<file path="src/rtl/op_disp_pkg.sv">
// Shared definitions for the operation-result display: FSM state encoding
// and active-low 7-segment patterns (SEG[6]=a .. SEG[0]=g).
package op_disp_pkg;

  typedef enum logic [1:0] {
    ST_IDLE = 2'd0,
    ST_CONV = 2'd1,
    ST_DONE = 2'd2
  } state_e;

  // Active-low segment patterns, bit order a,b,c,d,e,f,g from MSB to LSB
  localparam logic [6:0] SEG_0     = 7'h01;
  localparam logic [6:0] SEG_1     = 7'h4F;
  localparam logic [6:0] SEG_2     = 7'h12;
  localparam logic [6:0] SEG_3     = 7'h06;
  localparam logic [6:0] SEG_4     = 7'h4C;
  localparam logic [6:0] SEG_5     = 7'h24;
  localparam logic [6:0] SEG_6     = 7'h20;
  localparam logic [6:0] SEG_7     = 7'h0F;
  localparam logic [6:0] SEG_8     = 7'h00;
  localparam logic [6:0] SEG_9     = 7'h04;
  localparam logic [6:0] SEG_A     = 7'h08;
  localparam logic [6:0] SEG_B     = 7'h60;
  localparam logic [6:0] SEG_C     = 7'h31;
  localparam logic [6:0] SEG_D     = 7'h42;
  localparam logic [6:0] SEG_E     = 7'h30;
  localparam logic [6:0] SEG_F     = 7'h38;
  localparam logic [6:0] SEG_BLANK = 7'h7F;

  // Double-dabble: 8 binary bits plus three BCD nibbles
  localparam int DD_W = 20;

endpackage

</file>
<file path="src/rtl/seg7_enc.sv">
// Combinational 4-bit digit to active-low 7-segment encoder with blanking.
module seg7_enc
  import op_disp_pkg::*;
(
  input  logic [3:0] digit_i,
  input  logic       blank_i,
  output logic [6:0] seg_o
);

  // Look up the segment pattern; blank overrides the digit
  always_comb begin
    seg_o = SEG_BLANK;
    if (!blank_i) begin
      case (digit_i)
        4'h0: seg_o = SEG_0;
        4'h1: seg_o = SEG_1;
        4'h2: seg_o = SEG_2;
        4'h3: seg_o = SEG_3;
        4'h4: seg_o = SEG_4;
        4'h5: seg_o = SEG_5;
        4'h6: seg_o = SEG_6;
        4'h7: seg_o = SEG_7;
        4'h8: seg_o = SEG_8;
        4'h9: seg_o = SEG_9;
        4'hA: seg_o = SEG_A;
        4'hB: seg_o = SEG_B;
        4'hC: seg_o = SEG_C;
        4'hD: seg_o = SEG_D;
        4'hE: seg_o = SEG_E;
        4'hF: seg_o = SEG_F;
      endcase
    end
  end

endmodule

</file>
<file path="src/rtl/op_result_disp.sv">
// Captures one of four operation results on a rising ENABLE, converts it to
// decimal digits (double-dabble) and multiplexes them onto a 4-digit display.
// Define OP_RESULT_HEX_EN for hex display mode: no conversion, hundreds blank.
module op_result_disp
  import op_disp_pkg::*;
#(
  parameter int SCAN_W = 16
) (
  input  logic       CLK,
  input  logic       RST_N,
  input  logic [7:0] op0,
  input  logic [7:0] op1,
  input  logic [7:0] op2,
  input  logic [7:0] op3,
  input  logic [1:0] DEC,
  input  logic       ENABLE,
  output logic [7:0] RESULT,
  output logic       VALID,
  output logic       BUSY,
  output logic [6:0] SEG,
  output logic [3:0] AN
);

  logic              sync1_q, sync2_q, prev_q;
  logic [1:0]        fill_q;
  logic              armed_q;
  logic              rise;
  logic              start;
  logic [7:0]        op_sel;

  state_e            state_q, state_d;
  logic [7:0]        result_q, result_d;
  logic [1:0]        idx_q, idx_d;
  logic [3:0]        hund_q, hund_d;
  logic [3:0]        tens_q, tens_d;
  logic [3:0]        units_q, units_d;

  logic [SCAN_W-1:0] scan_q;
  logic [1:0]        sel;
  logic [3:0]        digit;
  logic              blank;
  logic [3:0]        an_d;
  logic [6:0]        seg_enc;
  logic [6:0]        seg_q;
  logic [3:0]        an_q;

  // Synchronise ENABLE; fill_q marks when sync2 holds a real sample, so an
  // ENABLE already high at reset release never arms the edge detector
  always_ff @(posedge CLK or negedge RST_N) begin
    if (!RST_N) begin
      sync1_q <= 1'b0;
      sync2_q <= 1'b0;
      prev_q  <= 1'b0;
      fill_q  <= 2'b00;
      armed_q <= 1'b0;
    end else begin
      sync1_q <= ENABLE;
      sync2_q <= sync1_q;
      prev_q  <= sync2_q;
      fill_q  <= {fill_q[0], 1'b1};
      if (fill_q[1] && !sync2_q) armed_q <= 1'b1;
    end
  end

  assign rise = sync2_q & ~prev_q & armed_q;

`ifdef OP_RESULT_HEX_EN
  logic rise_q;

  // Hex mode starts one cycle after the rise so VALID lands one cycle after capture timing
  always_ff @(posedge CLK or negedge RST_N) begin
    if (!RST_N) rise_q <= 1'b0;
    else        rise_q <= rise && (state_q == ST_IDLE);
  end

  assign start = rise_q;
`else
  logic [DD_W-1:0] shift_q, shift_d;
  logic [DD_W-1:0] dd_next;
  logic [2:0]      step_q, step_d;

  // One double-dabble iteration: add 3 to any BCD nibble >= 5, then shift left
  function automatic logic [DD_W-1:0] dd_step(input logic [DD_W-1:0] s);
    logic [DD_W-1:0] t;
    t = s;
    if (t[11:8]  >= 4'd5) t[11:8]  = t[11:8]  + 4'd3;
    if (t[15:12] >= 4'd5) t[15:12] = t[15:12] + 4'd3;
    if (t[19:16] >= 4'd5) t[19:16] = t[19:16] + 4'd3;
    return {t[DD_W-2:0], 1'b0};
  endfunction

  assign dd_next = dd_step(shift_q);
  assign start   = rise;
`endif

  // Select the operand addressed by DEC
  always_comb begin
    case (DEC)
      2'd0:    op_sel = op0;
      2'd1:    op_sel = op1;
      2'd2:    op_sel = op2;
      default: op_sel = op3;
    endcase
  end

  // FSM next state and capture/conversion datapath; digits commit on entry to DONE
  always_comb begin
    state_d  = state_q;
    result_d = result_q;
    idx_d    = idx_q;
    hund_d   = hund_q;
    tens_d   = tens_q;
    units_d  = units_q;
`ifndef OP_RESULT_HEX_EN
    shift_d  = shift_q;
    step_d   = step_q;
`endif
    case (state_q)
      ST_IDLE: begin
        if (start) begin
          result_d = op_sel;
          idx_d    = DEC;
`ifdef OP_RESULT_HEX_EN
          hund_d   = 4'd0;
          tens_d   = op_sel[7:4];
          units_d  = op_sel[3:0];
          state_d  = ST_DONE;
`else
          shift_d  = {12'd0, op_sel};
          step_d   = 3'd0;
          state_d  = ST_CONV;
`endif
        end
      end
      ST_CONV: begin
`ifdef OP_RESULT_HEX_EN
        state_d = ST_IDLE;
`else
        shift_d = dd_next;
        step_d  = step_q + 3'd1;
        if (step_q == 3'd7) begin
          hund_d  = dd_next[19:16];
          tens_d  = dd_next[15:12];
          units_d = dd_next[11:8];
          state_d = ST_DONE;
        end
`endif
      end
      ST_DONE: state_d = ST_IDLE;
      default: state_d = ST_IDLE;
    endcase
  end

  // FSM state, captured result and digit registers
  always_ff @(posedge CLK or negedge RST_N) begin
    if (!RST_N) begin
      state_q  <= ST_IDLE;
      result_q <= 8'd0;
      idx_q    <= 2'd0;
      hund_q   <= 4'd0;
      tens_q   <= 4'd0;
      units_q  <= 4'd0;
    end else begin
      state_q  <= state_d;
      result_q <= result_d;
      idx_q    <= idx_d;
      hund_q   <= hund_d;
      tens_q   <= tens_d;
      units_q  <= units_d;
    end
  end

`ifndef OP_RESULT_HEX_EN
  // Conversion shift register and step counter
  always_ff @(posedge CLK or negedge RST_N) begin
    if (!RST_N) begin
      shift_q <= '0;
      step_q  <= 3'd0;
    end else begin
      shift_q <= shift_d;
      step_q  <= step_d;
    end
  end
`endif

  // Free-running scan counter; wraps naturally
  always_ff @(posedge CLK or negedge RST_N) begin
    if (!RST_N) scan_q <= '0;
    else        scan_q <= scan_q + {{(SCAN_W-1){1'b0}}, 1'b1};
  end

  assign sel = scan_q[SCAN_W-1 -: 2];

  // Digit multiplexer: units, tens, hundreds, then the operation index
  always_comb begin
    digit = units_q;
    blank = 1'b0;
    an_d  = 4'b1110;
    case (sel)
      2'd0: begin
        digit = units_q;
        an_d  = 4'b1110;
      end
      2'd1: begin
        digit = tens_q;
        an_d  = 4'b1101;
      end
      2'd2: begin
        digit = hund_q;
        an_d  = 4'b1011;
`ifdef OP_RESULT_HEX_EN
        blank = 1'b1;
`endif
      end
      default: begin
        digit = {2'b00, idx_q};
        an_d  = 4'b0111;
      end
    endcase
  end

  seg7_enc u_seg7_enc (
    .digit_i (digit),
    .blank_i (blank),
    .seg_o   (seg_enc)
  );

  // Register SEG and AN together so the display never shows a mixed digit
  always_ff @(posedge CLK or negedge RST_N) begin
    if (!RST_N) begin
      seg_q <= SEG_0;
      an_q  <= 4'b1110;
    end else begin
      seg_q <= seg_enc;
      an_q  <= an_d;
    end
  end

  assign RESULT = result_q;
  assign VALID  = (state_q == ST_DONE);
  assign BUSY   = (state_q != ST_IDLE);
  assign SEG    = seg_q;
  assign AN     = an_q;

endmodule

</file>
<file path="config.mk">
export PLATFORM = sky130hd
export DESIGN_NAME = op_result_disp
export DESIGN_NICKNAME = d
export VERILOG_FILES = /design/src/rtl/op_disp_pkg.sv /design/src/rtl/seg7_enc.sv /design/src/rtl/op_result_disp.sv
export SDC_FILE = /design/constraint.sdc
export NUM_CORES = 1
export LEC_CHECK = 0
export ABC_AREA = 1
export CAP_MARGIN = 20
export CORE_MARGIN = 10
export CORE_UTILIZATION = 61
export CTS_BUF_LIST = sky130_fd_sc_hd__clkbuf_2 sky130_fd_sc_hd__clkbuf_4 sky130_fd_sc_hd__clkbuf_8
export CTS_CLUSTER_DIAMETER = 100
export DETAILED_ROUTE_END_ITERATION = 10
export PLACE_DENSITY = 0.95
export SLEW_MARGIN = 20
export SYNTH_ARGS = -nofsm -noshare
export SYNTH_HDL_FRONTEND = slang
export SYNTH_HIERARCHICAL = 1
export SYNTH_SLANG_ARGS = --single-unit
</file>
<file path="constraint.sdc">
create_clock -name CLK -period 3.2 [get_ports CLK]
set_clock_uncertainty 0.2 [all_clocks]
set_input_delay 0.32 -clock CLK [delete_from_list [all_inputs] [get_ports CLK]]
set_output_delay 0.32 -clock CLK [all_outputs]
set_load 0.01 [all_outputs]
</file>
==> results.tsv, run 1 <==
stage	metric	value	unit
setup_path	worstPathArrival	2.21	ns
clocking	clkSlewWorstSetupHoldPaths	0.08	ns
global_routing	grt_pass1_vias	3635	
setup_path	worst_path_max_delay_cell	dfrtp_1	
clocking	post_cts_resize_count	0	
clocking	htreeDepth	3	
yosys	synth_cells	498	
yosys	ys_async_sr_fraction	100.0	%
clocking	cts_buffer_depth	2	
pwr	intPower	0.002321	W
clocking	clock-sinks	80	
setup_path	cp-end-kind	flop	
setup_path	critPathRequiredTime	3.23	ns
placed_design	routabilityCongestion	0.8782	
floorplan	boundaryPins	58	
pwr	max-vdd-ir-drop	484.1	µV
hold_path	min_path_type	reg2reg	
status	status	completed	
yosys	syn_area	0.004010	mm²
yosys	synth_ff_type	dfrtp_1	
drt	wl	9104	µm
pwr	p_seq_share	39.9	%
timing	grt_setup_unrepaired	no	
yosys	yosysUniqueCellTypes	28	
timing	max_slew_margin	36.02	%
drt	drtIter0Drc	337	
yosys	yosys_warnings	6	
setup_path	crit_path_start_kind	flop	
cells_and_area	layout-drive-gt1-share	5.725	%
run	maxCapViolCount	0	
yosys	synth_top_family_by_area	simple AND/OR/NAND/NOR gates	
timing	finalCritPeriodShare	68.19	%
setup_path	crit_chain	nor2_1 -> nand2_1 -> nand4_1 -> inv_1 -> ha_1 -> inv_1 -> nand2_1 -> nand3_1 -> nand3_1	
clocking	cts-buffers-inserted	9	
global_routing	grt_pass1_wl	15910	µm
yosys	synthAdderAreaFrac	4.992	%
pwr	switching_share	38.39	%
setup_path	path_max_fanout	10	
yosys	ys_seq_elements	80	
yosys	synth_xor_area_share	1.529	%
floorplan	die_h	101.1	µm
placed_design	dp_slack	1.089	ns
pwr	pwr-share-clk	20.5	%
yosys	synth-simple-area-share	32.57	%
floorplan	die_area	0.01022	mm²
timing	min_period	2.182	ns
hold_path	worstHoldStart	fill_q[0]	
cells_and_area	n_antenna_cell	0	
setup_path	startpoint	scan_q[14]	
floorplan	rows	29	
yosys	synth.net_count	551	
placed_design	hpwl	6481	µm
floorplan	dieWidth	101.1	µm
cells_and_area	area_growth	19.69	%
global_routing	grt_max_degree	81	
setup_path	critical_path_buf_inv_count	2	
timing	setup_viol	0	
timing	worst_slack	1.018	ns
yosys	synth_edf_count	0	
clocking	root_buffer	clkbuf_8	
global_routing	grt-ovfl-total	0	
cells_and_area	mostFrequentLayoutCells	nand2_1 (171), nand3_1 (82), dfrtp_1 (76)	
timing	hold_viol	0	
setup_path	max_stage_delay	0.48	ns
cells_and_area	layout.nets	607	
timing	tightest_slew	0.9597	ns
drt	drcViolationCount	0	
timing	finalSetupTns	0	ns
setup_path	critPathTopFamily	simple AND/OR/NAND/NOR gates	
drt	wl_per_cell	14.31	µm
timing	slew_viol_final	0	
cells_and_area	final_common_cell	nand2_1	
pwr	pwr-share-comb	39.6	%
pwr	powerDensity	784.8	mW/mm²
global_routing	grt_usage	18.85	%
timing	max_freq	458.3	MHz
setup_path	critPathKind	reg2reg	
clocking	clk_latency	0.35	ns
placed_design	port_buffers	57	
floorplan	start_util	62.79	%
pwr	switchingPower	0.001446	W
setup_path	timing.rr.start	scan_q[14]	
yosys	avgSynthCellArea	8.052	µm²
drt	vias_per_cell	5.616	
drt	ant_nets	0	
clocking	post_cts.repair.setup_buffers	0	
global_routing	antenna_found_initial	0	
cells_and_area	fillers	419	
clocking	cts_tree	done	
drt	num_vias	3572	
clocking	ctsHoldBuffers	1	
yosys	synth_compound_area_share	4.212	%
drt	drtPass1Iterations	6	
yosys	synth_mux_area_share	0	%
pwr	leakagePower	2.369	nW
yosys	ys_seq_area_share	50.05	%
floorplan	core_region_area	0.006386	mm²
## final cells by class
| type | instances | area (µm²) | share of cell area [%] |
|---|---|---|---|
| Multi-Input combinational cell | 362 | 1744 | 36.34 |
| Inverter | 42 | 160.2 | 3.337 |
| Clock buffer | 13 | 166.4 | 3.467 |
| Sequential cell | 80 | 2007 | 41.81 |
| Clock inverter | 3 | 40.04 | 0.8342 |
| Tap cell | 77 | 96.34 | 2.007 |
| Timing Repair Buffer | 59 | 585.6 | 12.20 |
## kinds of logic (layout without fill, tap and decap cells)
family	after synthesis	after routing
flops	80	80
buf+inv	56	117
fa+ha+maj	16	16
other cells	2	2
xor+xnor	7	7
simple gates	306	306
compound gates	31	31
## power groups by stage
stage	clock network [W]	registers, W	logic, W
2_1_floorplan	0	0.00151	0.000980
3_3_place_gp	0	0.00150	0.00138
3_5_place_dp	0	0.00151	0.00147
4_1_cts	0.000781	0.00150	0.00149
5_1_grt	0.000830	0.00154	0.00170
6_report	0.000772	0.00150	0.00149
## registers in the layout, indices dropped and copies added (netlist names), 3 cells and up
| register | count |
|---|---|
| scan_q | 16 |
| step_q | 3 |
| units_q | 4 |
| RESULT | 8 |
| shift_q | 20 |
| tens_q | 4 |
| AN | 4 |
| hund_q | 4 |
| SEG | 7 |
## worst register-to-register path: cells and delay by family, from the launching register on
kind / cells / cell delay, ns
fa+ha+maj: 1 / 0.21
flops: 1 / 0.48
buf+inv: 2 / 0.25
simple gates: 6 / 0.93
## path summary, 6_finish.rpt
check / endpoint / slack, ns / cells after the start
max reg2reg: SEG[6] / 1.02 / 9
max: SEG[6] / 1.02 / 9
min: fill_q[1] / 0.15 / 0
min reg2reg: fill_q[1] / 0.15 / 0
max in group asynchronous: shift_q[3] / 1.71 / 2
min in group asynchronous: prev_q / 0.45 / 2
## cell usage after synthesis, types with 4 or more instances
cell type  count  area (µm²)
o21ai_0       21       105.1
buf_6          4       45.04
buf_2          4       20.02
nand4_1       11       68.82
xnor2_1        4       35.03
ha_1          16       200.2
nor2_1        35       131.4
o21ai_1        4       20.02
dfstp_2        4       105.1
nand3_1       82       410.4
nand2_1      171       641.9
dfrtp_1       76        1902
inv_1         39       146.4
## stage by stage
| step | cell area (µm²) | power [W] | utilization [%] | hold slack, ns | instances |
|---|---|---|---|---|---|
| 6_report | 4800 | 0.003767 | 75.16 | 0.1521 | 636 |
| 3_5_place_dp | 4583 | 0.002980 | 71.77 | 0.1362 | 619 |
| 2_1_floorplan | 4010 | 0.002494 | - | -0.1756 | 498 |
| 3_3_place_gp | 4583 | 0.002885 | 71.77 | 0.1336 | 619 |
| 5_1_grt | 4800 | 0.004065 | 75.16 | 0.1609 | 636 |
| 4_1_cts | 4800 | 0.003764 | 75.16 | 0.1550 | 636 |
## per-layer routing
| metal | global-route usage, % | routed length (µm) | vias to the layer above |
|---|---|---|---|
| li1 | - | - | 1716 |
| met4 | 9.968 | 267 | 0 |
| met3 | 6.584 | 810 | 30 |
| met1 | 21.73 | 3689 | 1659 |
| met2 | 30.13 | 4336 | 167 |
| met5 | 0 | 0 | - |
No activity file was read; power rests on OpenSTA's default activity.
==> run 2: changes to the inputs <==
--- a/config.mk
+++ b/config.mk
@@ -8,11 +8,11 @@
 export ABC_AREA = 1
 export CAP_MARGIN = 20
 export CORE_MARGIN = 10
-export CORE_UTILIZATION = 61
+export CORE_UTILIZATION = 56
 export CTS_BUF_LIST = sky130_fd_sc_hd__clkbuf_2 sky130_fd_sc_hd__clkbuf_4 sky130_fd_sc_hd__clkbuf_8
 export CTS_CLUSTER_DIAMETER = 100
 export DETAILED_ROUTE_END_ITERATION = 10
-export PLACE_DENSITY = 0.95
+export PLACE_DENSITY = 0.91
 export SLEW_MARGIN = 20
 export SYNTH_ARGS = -nofsm -noshare
 export SYNTH_HDL_FRONTEND = slang
==> constraint.sdc (replaced) <==
create_clock -name CLK -period 2.15 [get_ports CLK]
set_clock_uncertainty 0.2 [all_clocks]
set_input_delay 0.215 -clock CLK [delete_from_list [all_inputs] [get_ports CLK]]
set_output_delay 0.215 -clock CLK [all_outputs]
set_load 0.01 [all_outputs]
==> run 2 against run 1 <==
Non-clock buffer count increased by 4. Final cell count rose by 3.6%. Utilization fell by 4.5 points. Clock power up 35%. Power up 46%. Sequential power is 50% higher. Sequential share of layout area shrank 0.43 points. Largest power group unchanged. Highest routed layer unchanged.
==> results.tsv, run 2 (same netlist as run 1, synthesis figures left out) <==
stage	metric	value	unit	change
clocking	clock-sinks	80		unchanged
floorplan	boundaryPins	58		unchanged
run	maxCapViolCount	0		unchanged
clocking	cts_tree	done		unchanged
setup_path	cp-end-kind	flop		unchanged
placed_design	hpwl	6720	µm	was 6481 µm
drt	vias_per_cell	5.229		was 5.616
setup_path	crit_path_start_kind	flop		unchanged
clocking	cts_buffer_depth	2		unchanged
pwr	max-vdd-ir-drop	543.2	µV	was 484.1 µV
setup_path	critPathKind	reg2reg		unchanged
floorplan	start_util	58.38	%	was 62.79%
drt	drcViolationCount	0		unchanged
timing	grt_setup_unrepaired	no		unchanged
timing	max_freq	489.0	MHz	was 458.3 MHz
floorplan	die_area	0.01095	mm²	was 0.01022 mm²
drt	wl	8847	µm	was 9104 µm
timing	setup_viol	0		unchanged
global_routing	grt_max_degree	63		was 81
global_routing	grt-ovfl-total	0		unchanged
cells_and_area	mostFrequentLayoutCells	nand2_1 (171), nand3_1 (82), dfrtp_1 (74)		was nand2_1 (171), nand3_1 (82), dfrtp_1 (76)
cells_and_area	final_common_cell	nand2_1		unchanged
clocking	htreeDepth	3		unchanged
placed_design	place_inst	642		was 619
placed_design	port_buffers	57		unchanged
cells_and_area	largest_reg_flops	20		unchanged
setup_path	worstPathArrival	2.08	ns	was 2.21 ns
timing	tightest_slew	0.6961	ns	was 0.9597 ns
cells_and_area	layout-drive-gt1-share	7.105	%	was 5.725%
floorplan	core_region_area	0.006869	mm²	was 0.006386 mm²
global_routing	grt_pass1_vias	3406		was 3,635
cells_and_area	layout.nets	611		was 607
setup_path	timing.rr.start	scan_q[14]		unchanged
pwr	powerDensity	1135	mW/mm²	was 784.8 mW/mm²
global_routing	grt_usage	16.44	%	was 18.85%
floorplan	die_h	104.6	µm	was 101.1 µm
setup_path	critPathRequiredTime	2.18	ns	was 3.23 ns
drt	wl_per_cell	13.42	µm	was 14.31 µm
setup_path	path_max_fanout	10		unchanged
cells_and_area	seq_area	0.002009	mm²	was 0.002007 mm²
cells_and_area	utilization	70.69	%	was 75.16%
timing	finalSetupTns	0	ns	unchanged
timing	hold_viol	0		unchanged
global_routing	grt_pass1_wl	15190	µm	was 15,910 µm
cells_and_area	area_growth	21.09	%	was 19.69%
cells_and_area	regMostFlops	shift_q		unchanged
timing	slew_viol_final	0		unchanged
clocking	clk_latency	0.35	ns	about the same
timing	hold_ws	0.06528	ns	was 0.1521 ns
cells_and_area	multi_input_area	0.001752	mm²	was 0.001744 mm²
timing	max_slew_margin	53.39	%	was 36.02%
cells_and_area	fillers	503		was 419
clocking	clkSlewWorstSetupHoldPaths	0.08	ns	about the same
status	status	completed		unchanged
drt	ant_nets	0		unchanged
pwr	leakagePower	2.384	nW	was 2.369 nW
placed_design	routabilityCongestion	0.9093		was 0.8782
cells_and_area	final_cell_count_no_fill	659		was 636
timing	finalCritPeriodShare	95.11	%	was 68.19%
drt	num_vias	3446		was 3,572
global_routing	antenna_found_initial	0		unchanged
hold_path	min_path_type	in2async		was reg2reg
clocking	cts-buffers-inserted	9		unchanged
pwr	power.total	0.005510	W	was 0.003767 W
timing	min_period	2.045	ns	was 2.182 ns
cells_and_area	n_antenna_cell	0		unchanged
drt	drtIter0Drc	186		was 337
floorplan	dieWidth	104.6	µm	was 101.1 µm
floorplan	rows	30		was 29
setup_path	startpoint	scan_q[14]		unchanged
clocking	root_buffer	clkbuf_8		unchanged
drt	drtPass1Iterations	5		was 6
[run 2: path summary, 6_finish.rpt]
path / endpoint / slack, ns / cells past startpoint
setup reg to reg: SEG[5] / 0.11 / 6
setup / recovery: SEG[5] / 0.11 / 6
max in group asynchronous: scan_q[15] / 1.09 / 3
hold / removal: scan_q[12] / 0.07 / 2
min in group CLK: sync1_q / 0.10 / 1
hold reg to reg: sync2_q / 0.16 / 0
[run 2: worst max-delay path, stage by stage, from the launching register on]
cell      delay [ns]
dfrtp_2         0.49
inv_1           0.15
nand2_1         0.10
o211ai_1        0.58
inv_2           0.17
nand3_1         0.12
nand3_1         0.09
[run 2: layer usage]
layer / global-route usage (%) / vias to the layer above / routed length [µm]
met5: 0 / - / 0
met4: 7.255 / 0 / 149
met3: 6.020 / 15 / 717
met2: 27.48 / 115 / 4310
met1: 18.47 / 1605 / 3669
li1: - / 1711 / -
[run 2: timing repair]
action | 4_1_cts | 5_1_grt
hold endpoints to repair | 80 | 0
hold buffers | 1 | 0
resized for setup | 0 | 5
endpoints found under the setup margin | 0 | 5
buffers inserted | 0 | 0
[run 2: layout make-up]
type / count / share of cell area, %
multi-input cells: 362 / 36.07
flip-flops and latches: 80 / 41.38
clock buffers: 15 / 3.736
inverters: 42 / 3.298
repair buffers: 63 / 12.93
well taps: 96 / 2.474
clock inverters: 1 / 0.1031
[run 2: power breakdown]
group / switching [W] / internal (W) / leakage (nW)
clock network: 0.000507 / 0.000534 / 0.101
logic: 0.00132 / 0.000901 / 1.29
registers: 0.000290 / 0.00196 / 0.992
total: 0.00212 / 0.00339 / 2.38
[run 2: stage by stage]
step | area (µm²) | setup WS [ns]
CTS | 4846 | 0.04089
floorplan | 4010 | 0.2775
finish | 4856 | 0.1051
global placement | 4649 | 0.2081
global route | 4856 | 0.01292
detailed placement | 4649 | 0.06155
==> run 3: changes to the inputs <==
--- a/config.mk
+++ b/config.mk
@@ -7,7 +7,6 @@
 export LEC_CHECK = 0
 export ABC_AREA = 1
 export CAP_MARGIN = 20
-export CORE_MARGIN = 10
 export CORE_UTILIZATION = 56
 export CTS_BUF_LIST = sky130_fd_sc_hd__clkbuf_2 sky130_fd_sc_hd__clkbuf_4 sky130_fd_sc_hd__clkbuf_8
 export CTS_CLUSTER_DIAMETER = 100
==> run 3 against run 2 <==
Combinational power hardly changed. Final cell count stayed put. Cell area is 0.85% higher. Worst setup slack better by 0.051 ns. Hold slack better by 0.038 ns. First-iteration DRC count is 27% higher. Sequential power hardly changed.
==> results.tsv, run 3 (same netlist as run 1, synthesis figures left out) <==
stage	metric	value	unit	change
drt	drcViolationCount	0		unchanged
status	status	completed		unchanged
cells_and_area	area_growth	22.12	%	was 21.09%
setup_path	timing.rr.start	scan_q[14]		unchanged
setup_path	r2r_slack	0.16	ns	was 0.11 ns
drt	ant_nets	0		unchanged
drt	wl_per_cell	13.49	µm	was 13.42 µm
drt	drtIter0Drc	236		was 186
setup_path	crit_chain	inv_1 -> nand3_1 -> nand4_1 -> buf_4 -> ha_1 -> nand2_1 -> o21ai_1 -> nand2_1 -> nand3_1		was inv_1 -> nand2_1 -> o211ai_1 -> inv_2 -> nand3_1 -> nand3_1
timing	grt_setup_unrepaired	no		unchanged
cells_and_area	layout-drive-gt1-share	6.750	%	was 7.105%
setup_path	crit_path_start_kind	flop		unchanged
global_routing	grt-ovfl-total	0		unchanged
cells_and_area	layout.nets	611		unchanged
placed_design	hpwl	6376	µm	was 6720 µm
setup_path	max_stage_delay	0.53	ns	was 0.58 ns
cells_and_area	n_antenna_cell	0		unchanged
global_routing	grt_pass1_vias	3507		was 3,406
hold_path	min_path_cells	1		
timing	slew_viol_final	0		unchanged
placed_design	routabilityCongestion	0.8243		was 0.9093
cells_and_area	mostFrequentLayoutCells	nand2_1 (171), nand3_1 (81), dfrtp_1 (76)		was nand2_1 (171), nand3_1 (82), dfrtp_1 (74)
hold_path	min_path_type	in2reg		was in2async
clocking	clkSlewWorstSetupHoldPaths	0.09	ns	was 0.08 ns
setup_path	cp-end-kind	flop		unchanged
clocking	htreeDepth	3		unchanged
clocking	cts-buffers-inserted	9		unchanged
placed_design	dp_slack	0.1322	ns	was 0.06155 ns
timing	tightest_slew	0.5764	ns	was 0.6961 ns
setup_path	critical_path_buf_inv_count	2		unchanged
setup_path	critPathRequiredTime	2.20	ns	was 2.18 ns
clocking	root_buffer	clkbuf_8		unchanged
clocking	post_cts.repair.setup_buffers	0		unchanged
floorplan	die_h	86.62	µm	was 104.6 µm
timing	max_slew_margin	61.41	%	was 53.39%
setup_path	worst_path_max_delay_cell	dfrtp_1		was o211ai_1
setup_path	reg2reg_depth	9		was 6
clocking	clock-sinks	80		unchanged
global_routing	grt_max_degree	45		was 63
drt	vias_per_cell	5.414		was 5.229
pwr	powerDensity	1174	mW/mm²	was 1135 mW/mm²
clocking	clk_latency	0.36	ns	was 0.35 ns
drt	drtPass1Iterations	5		unchanged
global_routing	grt_usage	26.45	%	was 16.44%
placed_design	port_buffers	57		unchanged
run	maxCapViolCount	0		unchanged
clocking	cts_buffer_depth	2		unchanged
cells_and_area	largest_reg_flops	20		unchanged
cells_and_area	regMostFlops	shift_q		unchanged
setup_path	critPathKind	reg2reg		unchanged
hold_path	hold_end	sync1_q		
floorplan	boundaryPins	58		unchanged
drt	num_vias	3568		was 3,446
setup_path	critPathTopFamily	flip-flops		was compound AO/OA/AOI/OAI gates
timing	finalCritPeriodShare	92.74	%	was 95.11%
floorplan	core_region_area	0.006869	mm²	unchanged
hold_path	worstHoldStart	ENABLE		
floorplan	start_util	58.38	%	unchanged
global_routing	grt_pass1_wl	15200	µm	was 15,190 µm
timing	worst_slack	0.1561	ns	was 0.1051 ns
cells_and_area	final_common_cell	nand2_1		unchanged
timing	hold_viol	0		unchanged
timing	max_freq	501.5	MHz	was 489.0 MHz
floorplan	rows	30		unchanged
drt	wl	8893	µm	was 8847 µm
timing	finalSetupTns	0	ns	unchanged
pwr	leakagePower	2.408	nW	was 2.384 nW
setup_path	worstPathArrival	2.05	ns	was 2.08 ns
setup_path	path_max_fanout	10		unchanged
timing	min_period	1.994	ns	was 2.045 ns
pwr	max-vdd-ir-drop	566.9	µV	was 543.2 µV
global_routing	antenna_found_initial	0		unchanged
setup_path	r2r-end	SEG[1]		was SEG[5]
timing	setup_viol	0		unchanged
floorplan	dieWidth	86.62	µm	was 104.6 µm
floorplan	die_area	0.007503	mm²	was 0.01095 mm²
clocking	cts_tree	done		unchanged
[run 3: area by class of cell]
class | count | area (µm²)
Clock buffer | 11 | 151.4
Tap cell | 96 | 120.1
Fill cell | 524 | 1972
Multi-Input combinational cell | 362 | 1752
Clock inverter | 5 | 78.83
Timing Repair Buffer | 63 | 628.1
Inverter | 42 | 160.2
Sequential cell | 80 | 2007
[run 3: power by group]
| group | internal, W | leakage [nW] | switching, W | total [W] |
|---|---|---|---|---|
| Clock | 0.000715 | 0.119 | 0.000555 | 0.00127 |
| Combinational | 0.000902 | 1.29 | 0.00133 | 0.00223 |
| Sequential | 0.00196 | 0.995 | 0.000290 | 0.00224 |
[run 3: worst max path at each step]
stage	from	end	slack (ns)	cells after the start
floorplan	scan_q[14]	SEG[3]	0.28	9
global placement	scan_q[14]	SEG[3]	0.23	8
detailed placement	scan_q[14]	SEG[3]	0.13	8
CTS	scan_q[14]	SEG[3]	0.11	8
global route	scan_q[14]	SEG[1]	0.02	9
finish	scan_q[14]	SEG[1]	0.16	9
[run 3: through the flow]
step / cell area (µm²) / utilization [%] / hold slack (ns) / std cells / total power (W)
detailed placement: 4649 / 67.69 / -0.0004525 / 642 / 0.004461
finish: 4897 / 71.29 / 0.1032 / 659 / 0.005747
floorplan: 4010 / - / -0.2806 / 498 / 0.003712
global route: 4897 / 71.29 / 0.1026 / 659 / 0.006159
CTS: 4890 / 71.18 / 0.09083 / 659 / 0.005746
global placement: 4649 / 67.69 / -0.007729 / 642 / 0.004315
[run 3: timing repair]
item,CTS,global route
hold endpoints to repair,36,0
hold buffers,1,0
gates resized for setup,0,2
setup endpoints to repair,0,6
[run 3: per-layer routing]
layer	routed length [µm]	global-route usage [%]	up-vias	part of all wire (%)
li1	-	-	1718	-
met1	3501	28.64	1665	39
met2	4588	47.11	158	52
met3	578	8.286	27	6.5
met4	225	12.42	0	2.5
met5	0	0	-	0
